## config.mk

```make
export PLATFORM = sky130hd
export DESIGN_NAME = opb_register_bank_ppc2simulink
export DESIGN_NICKNAME = d
export VERILOG_FILES = /design/src/rtl/opb_register_bank_ppc2simulink.sv
export SDC_FILE = /design/constraint.sdc
export NUM_CORES = 1
export LEC_CHECK = 0
export CORE_MARGIN = 2
export CORE_UTILIZATION = 50
export DETAILED_ROUTE_END_ITERATION = 8
export PLACE_DENSITY = 0.93
export SYNTH_ARGS = -nofsm -noshare
export SYNTH_HDL_FRONTEND = slang
export SYNTH_SLANG_ARGS = --single-unit
```

## constraint.sdc

```tcl
create_clock -name OPB_Clk -period 2.7 [get_ports OPB_Clk]
set_clock_uncertainty 0.05 [all_clocks]
set_input_delay 0.54 -clock OPB_Clk [delete_from_list [all_inputs] [get_ports OPB_Clk]]
set_output_delay 0.54 -clock OPB_Clk [all_outputs]
set_load 0.01 [all_outputs]
```

## src/rtl/opb_register_bank_ppc2simulink.sv

```systemverilog
`default_nettype none
// ============================================================================
//  Module   : opb_register_bank_ppc2simulink
//  Purpose  : Bank of C_NUM_REGS PPC-writable 32-bit software registers on a
//             single OPB slave window. Byte-lane writes, read-back,
//             error acknowledge for in-window addresses past the last
//             register, a one-cycle write strobe per register and optional
//             per-register auto-clear. The user side runs on OPB_Clk.
//  Ports    : OPB_Clk, OPB_Rst_n (async, active low)
//             OPB_ABus/BE/DBus/RNW/select/seqAddr  - OPB master request
//             Sl_DBus/errAck/retry/toutSup/xferAck - OPB slave response
//             user_data_out - register i on bits [32i+31:32i]
//             user_wr_stb   - one-cycle pulse when register i is written
//  Revision : 1.0  initial release
// ============================================================================
module opb_register_bank_ppc2simulink #(
   parameter logic [31:0] C_BASEADDR     = 32'h0100_0100,
   parameter logic [31:0] C_HIGHADDR     = 32'h0100_01FF,
   parameter int          C_OPB_AWIDTH   = 32,
   parameter int          C_OPB_DWIDTH   = 32,
   parameter int          C_NUM_REGS     = 8,
   parameter logic [31:0] C_RESET_VAL    = 32'h0,
   parameter logic [63:0] C_AUTOCLR_MASK = 64'h0,
   parameter              C_FAMILY       = "virtex5"
) (
   input  logic                      OPB_Clk,
   input  logic                      OPB_Rst_n,
   input  logic [0:C_OPB_AWIDTH-1]   OPB_ABus,
   input  logic [0:3]                OPB_BE,
   input  logic [0:C_OPB_DWIDTH-1]   OPB_DBus,
   input  logic                      OPB_RNW,
   input  logic                      OPB_select,
   input  logic                      OPB_seqAddr,
   output logic [0:C_OPB_DWIDTH-1]   Sl_DBus,
   output logic                      Sl_errAck,
   output logic                      Sl_retry,
   output logic                      Sl_toutSup,
   output logic                      Sl_xferAck,
   output logic [32*C_NUM_REGS-1:0]  user_data_out,
   output logic [C_NUM_REGS-1:0]     user_wr_stb
);

   localparam int IDXW = (C_NUM_REGS > 1) ? $clog2(C_NUM_REGS) : 1;

   // Elaboration-time guard against parameter sets the datapath cannot honour.
   if (C_OPB_AWIDTH != 32 || C_OPB_DWIDTH != 32 || C_NUM_REGS < 1 || C_NUM_REGS > 64 ||
       (64'(4 * C_NUM_REGS) > ({32'd0, C_HIGHADDR} - {32'd0, C_BASEADDR} + 64'd1)) ||
       C_FAMILY == "") begin : g_param_error
      $error("opb_register_bank_ppc2simulink: unsupported parameter set");
   end

   typedef enum logic [0:0] {
      S_IDLE = 1'b0,
      S_ACK  = 1'b1
   } state_t;

   state_t            state, next_state;
   logic [31:0]       offset;
   logic [29:0]       word;
   logic              hit, in_range, do_write;
   logic [IDXW-1:0]   addr_idx;

   logic [IDXW-1:0]   idx_q;
   logic              valid_q, rnw_q;
   logic [0:3]        be_q;
   logic [31:0]       wdata_q, rdata_q;

   logic [31:0]       regs [C_NUM_REGS];
   logic [C_NUM_REGS-1:0] wr_stb;

   // Burst hint is treated as a plain transfer; the two low address bits
   // carry no information for word registers.
   logic unused_inputs;
   assign unused_inputs = ^{OPB_seqAddr, offset[1:0]};

   // ---------------------------------------------------------------- decode
   assign hit      = OPB_select && (OPB_ABus >= C_BASEADDR) && (OPB_ABus <= C_HIGHADDR);
   assign offset   = OPB_ABus - C_BASEADDR;
   assign word     = offset[31:2];
   assign in_range = (word < 30'(C_NUM_REGS));
   assign addr_idx = word[IDXW-1:0];

   // ---------------------------------------------------------------- FSM
   always_ff @(posedge OPB_Clk or negedge OPB_Rst_n) begin
      if (!OPB_Rst_n) state <= S_IDLE;
      else            state <= next_state;
   end

   always_comb begin
      next_state = state;
      case (state)
         S_IDLE:  if (hit) next_state = S_ACK;
         S_ACK:   next_state = S_IDLE;   // one-cycle ack; a hit seen here is dropped
         default: next_state = S_IDLE;
      endcase
   end

   // Acks are decoded from the state register so an async reset drops them at once.
   always_comb begin
      Sl_xferAck = (state == S_ACK) &&  valid_q;
      Sl_errAck  = (state == S_ACK) && !valid_q;
      do_write   = (state == S_ACK) &&  valid_q && !rnw_q;
      Sl_DBus    = ((state == S_ACK) && valid_q && rnw_q) ? rdata_q : '0;
   end

   assign Sl_retry   = 1'b0;
   assign Sl_toutSup = 1'b0;

   // ---------------------------------------------------------------- request capture
   // The read mux is registered at the accepting edge, so the ack cycle
   // drives a flop straight onto the bus.
   always_ff @(posedge OPB_Clk or negedge OPB_Rst_n) begin
      if (!OPB_Rst_n) begin
         idx_q   <= '0;
         valid_q <= 1'b0;
         rnw_q   <= 1'b0;
         be_q    <= '0;
         wdata_q <= '0;
         rdata_q <= '0;
      end else if (state == S_IDLE && hit) begin
         idx_q   <= addr_idx;
         valid_q <= in_range;
         rnw_q   <= OPB_RNW;
         be_q    <= OPB_BE;
         wdata_q <= OPB_DBus;
         rdata_q <= in_range ? regs[addr_idx] : '0;
      end
   end

   // ---------------------------------------------------------------- register bank
   // Auto-clear fires the cycle after the strobe; a write to the same register
   // cannot land in that cycle, but the write is placed last so it would win.
   always_ff @(posedge OPB_Clk or negedge OPB_Rst_n) begin
      if (!OPB_Rst_n) begin
         for (int i = 0; i < C_NUM_REGS; i++) regs[i] <= C_RESET_VAL;
         wr_stb <= '0;
      end else begin
         wr_stb <= '0;
         for (int i = 0; i < C_NUM_REGS; i++) begin
            if (C_AUTOCLR_MASK[i] && wr_stb[i]) regs[i] <= '0;
            if (do_write && (int'(idx_q) == i)) begin
               // BE[0] is the OPB MSB lane, i.e. user bits [31:24].
               for (int b = 0; b < 4; b++) begin
                  if (be_q[b]) regs[i][31-8*b -: 8] <= wdata_q[31-8*b -: 8];
               end
               wr_stb[i] <= 1'b1;
            end
         end
      end
   end

   for (genvar g = 0; g < C_NUM_REGS; g++) begin : g_user_out
      assign user_data_out[32*g +: 32] = regs[g];
   end

   assign user_wr_stb = wr_stb;

endmodule
`default_nettype wire

```

==> flow_metrics.py <==
metrics = {
    "outcome": {
        "status": "finished, final reports clean",
    },
    "critical_path": {
        "cp-end-kind": "flip-flop",
        "rr_worst_depth": 5,
        "cp_max_fo": 27,
        "worstReg2RegStart": "valid_q",
        "cp-start-kind": "input pin",
        "cp.required_ps": 3040,
        "critPathKind": "input pin to flip-flop",
        "r2r_slack_ps": 120,
        "crit_start": "OPB_ABus[12]",
        "regToRegEndpoint": "user_data_out[25]",
        "cp.arrival_ps": 3000,
    },
    "synth": {
        "syn_area_um2": 14900,
        "synth_cell_types": 38,
        "synth_fa_ha_area_share_pct": 0,
        "ys.flop_type": "dfrtp_1",
        "synth_compound_area_share_pct": 0.293,
        "synth_top_family_by_area": "multiplexers",
        "yosys.area_share.simple_pct": 9.65,
        "synth_cells": 1068,
        "synth_edf_count": 0,
        "avgSynthCellArea_um2": 14.0,
        "synthXorXnorAreaFrac_pct": 0,
        "synthMuxAreaShare_pct": 31.4,
        "ys_seq_area_share_pct": 56.6,
        "synth-async-reset-ratio_pct": 100,
        "synth_warnings": 0,
        "synth_seq_cells": 338,
    },
    "die": {
        "pin_count": 373,
        "die-area_um2": 31300,
        "placementRows": 63,
        "core_area_um2": 29600,
        "start_util_pct": 50.5,
        "die_h_um": 177,
        "die_w_um": 177,
    },
    "power": {
        "p_leak_nw": 9.89,
        "total_power_w": 0.0102,
        "vdd_ir_drop_max_uv": 405,
        "powerDensity_nw_per_um2": 499,
    },
    "flow_run": {
        "maxCapViolations": 0,
    },
    "routing": {
        "routed_wl_mm": 45.8,
        "drc": 0,
        "drt-initial-drc-count": 774,
        "antenna_left": 0,
        "first_pass_iters": 5,
        "num_vias": 10900,
        "wl_per_cell_um": 24.4,
        "viasPerCell": 5.78,
    },
    "final_layout": {
        "final_area_um2": 20500,
        "fin_nets": 1538,
        "finalNonFillerCells": 1878,
        "multi_input_area_um2": 6200,
        "seqCellArea_um2": 8460,
        "fillers": 1941,
        "area_delta_synth_final_pct": 37.1,
        "layout-drive-gt1-share_pct": 30.8,
    },
    "timing": {
        "min_period_over_period_pct": 98.3,
        "finalHoldViolations": 0,
        "setup_tns_ps": 0,
        "timing.fmax_ghz": 0.377,
        "hold_ws_ps": 406,
        "slew_headroom_pct": 56.9,
        "rsz0062_at_grt": "yes",
        "worst_pin_slew_ps": 646,
        "drv_slew": 0,
        "final.min_clock_period_ps": 2650,
        "setup_viol": 0,
    },
    "global_route": {
        "grt.overflow.total": 0,
        "grt_pass1_vias": 11600,
        "antenna_found_initial": 3,
        "grt_max_degree": 77,
        "track_usage_pct": 29.6,
        "grt_pass1_wl_mm": 69.8,
    },
    "placement": {
        "placed_area_um2": 19300,
        "gp_routability_congestion": 0.914,
        "dp_hpwl_mm": 30.5,
        "numPlacedInstances": 1811,
        "portBuffers": 367,
    },
    "hold_path": {
        "holdPathStages": 2,
        "worstHoldEndpoint": "rdata_q[18]",
        "hold_start": "rdata_q[18]",
        "hp-class": "flip-flop to flip-flop",
    },
    "clocking": {
        "clock_path_buffers": 3,
        "clkTransAtPathRegs_ps": 60,
        "cts.sinks": 338,
        "clock_latency_ps": 520,
        "htreeDepth": 2,
        "cts_tree": "done",
        "numCtsBuffers": 36,
        "cts-root-buf": "clkbuf_16",
    },
}
## per-stage QoR
stage | util (%) | worst slack (ps)
floorplan | - | 135
global placement | 65.1 | -365
detailed placement | 65.1 | -461
CTS | 69.1 | 1.42
global route | 69.3 | -57.0
finish | 69.3 | 46.4
## worst max path at each step
stage,cells past startpoint,end,slack [ps]
2_1_floorplan,7,wdata_q[0],130
3_5_place_dp,8,rdata_q[10],-460
3_3_place_gp,7,wdata_q[9],-360
4_1_cts,4,Sl_DBus[17],1
6_report,7,wdata_q[14],50
5_1_grt,5,user_data_out[25],-60
## layout make-up
| cell class | instances | area share [%] |
|---|---|---|
| Antenna cell | 2 | 0.0244 |
| Timing Repair Buffer | 406 | 20.4 |
| Clock inverter | 11 | 0.477 |
| Clock buffer | 48 | 5.07 |
| Tap cell | 390 | 2.38 |
| Sequential cell | 338 | 41.3 |
| Multi-Input combinational cell | 683 | 30.3 |
## layer usage
| metal | routed length (µm) | GRT usage (%) | up-vias |
|---|---|---|---|
| met4 | 1660 | 11.6 | 2 |
| met5 | 12 | 0 | - |
| li1 | - | - | 4620 |
| met2 | 23200 | 49.9 | 523 |
| met1 | 17500 | 37.2 | 5601 |
| met3 | 3430 | 6.77 | 111 |
## state kept, by name, summed over array words and instances (netlist names)
name	count
user_data_out	256
rdata_q	32
wdata_q	32
user_wr_stb	8
be_q	4
idx_q	3
rnw_q	1
state	1
valid_q	1
## cells in the mapped netlist, drive strengths merged, types with 2 or more instances
| cell | count | area, µm² |
|---|---|---|
| nand3 | 32 | 160 |
| or4 | 6 | 48.8 |
| mux4 | 64 | 1440 |
| and2 | 33 | 206 |
| nor4 | 2 | 12.5 |
| buf | 31 | 241 |
| nor3 | 6 | 35.0 |
| nand2b | 2 | 12.5 |
| clkbuf | 17 | 63.8 |
| nor2 | 8 | 30.0 |
| dfrtp | 338 | 8460 |
| nand4 | 2 | 12.5 |
| mux2 | 288 | 3240 |
| nand2 | 221 | 830 |
## where the power goes
group | internal [W] | switching, W
Combinational | 0.000166 | 0.000204
Sequential | 0.00507 | 0.000000255
Clock | 0.00279 | 0.00198
## cells by family (layout without fill, tap and decap cells)
kind of cell | after synthesis | in the layout
multiplexers | 352 | 352
AND/OR/NAND/NOR | 323 | 323
AO/OA/AOI/OAI | 6 | 6
flip-flops | 338 | 338
other | 1 | 4
buffers and inverters | 48 | 465
## placed cells by master, fill, tap and decap left out, types with 2 or more instances in the layout
cell	netlist	routed
dfrtp_1	338	338
clkbuf_8	0	7
and2_1	33	33
mux2_2	288	288
dlymetal6s2s_1	0	8
nand2b_1	2	2
nand2_1	221	220
buf_12	0	16
diode_2	0	2
or4_1	5	4
clkbuf_16	0	37
or4_4	1	2
conb_1	1	2
nand3_1	32	32
mux4_2	64	64
clkbuf_1	17	4
nor2_1	8	8
clkdlybuf4s50_1	0	353
dlygate4sd2_1	0	2
nand4_1	2	2
nor3_1	5	5
clkinv_2	0	7
buf_4	5	23
## timing repair
| item | CTS | global route |
|---|---|---|
| hold endpoints to repair | 6 | 0 |
| buffers inserted | 3 | 2 |
| resized for setup | 3 | 11 |
| pin swaps | 1 | 1 |
| hold buffers | 1 | 0 |
| gates cloned | 0 | 0 |
| endpoints found under the setup margin | 21 | 49 |
## critical path, cell delays in order
cell	delay, ps
clkdlybuf4s50_1	410
or4_4	570
or4_1	480
or4_4	610
buf_12	200
nand2_1	100
nand2_1	60
(Power assumes the default switching activity.)
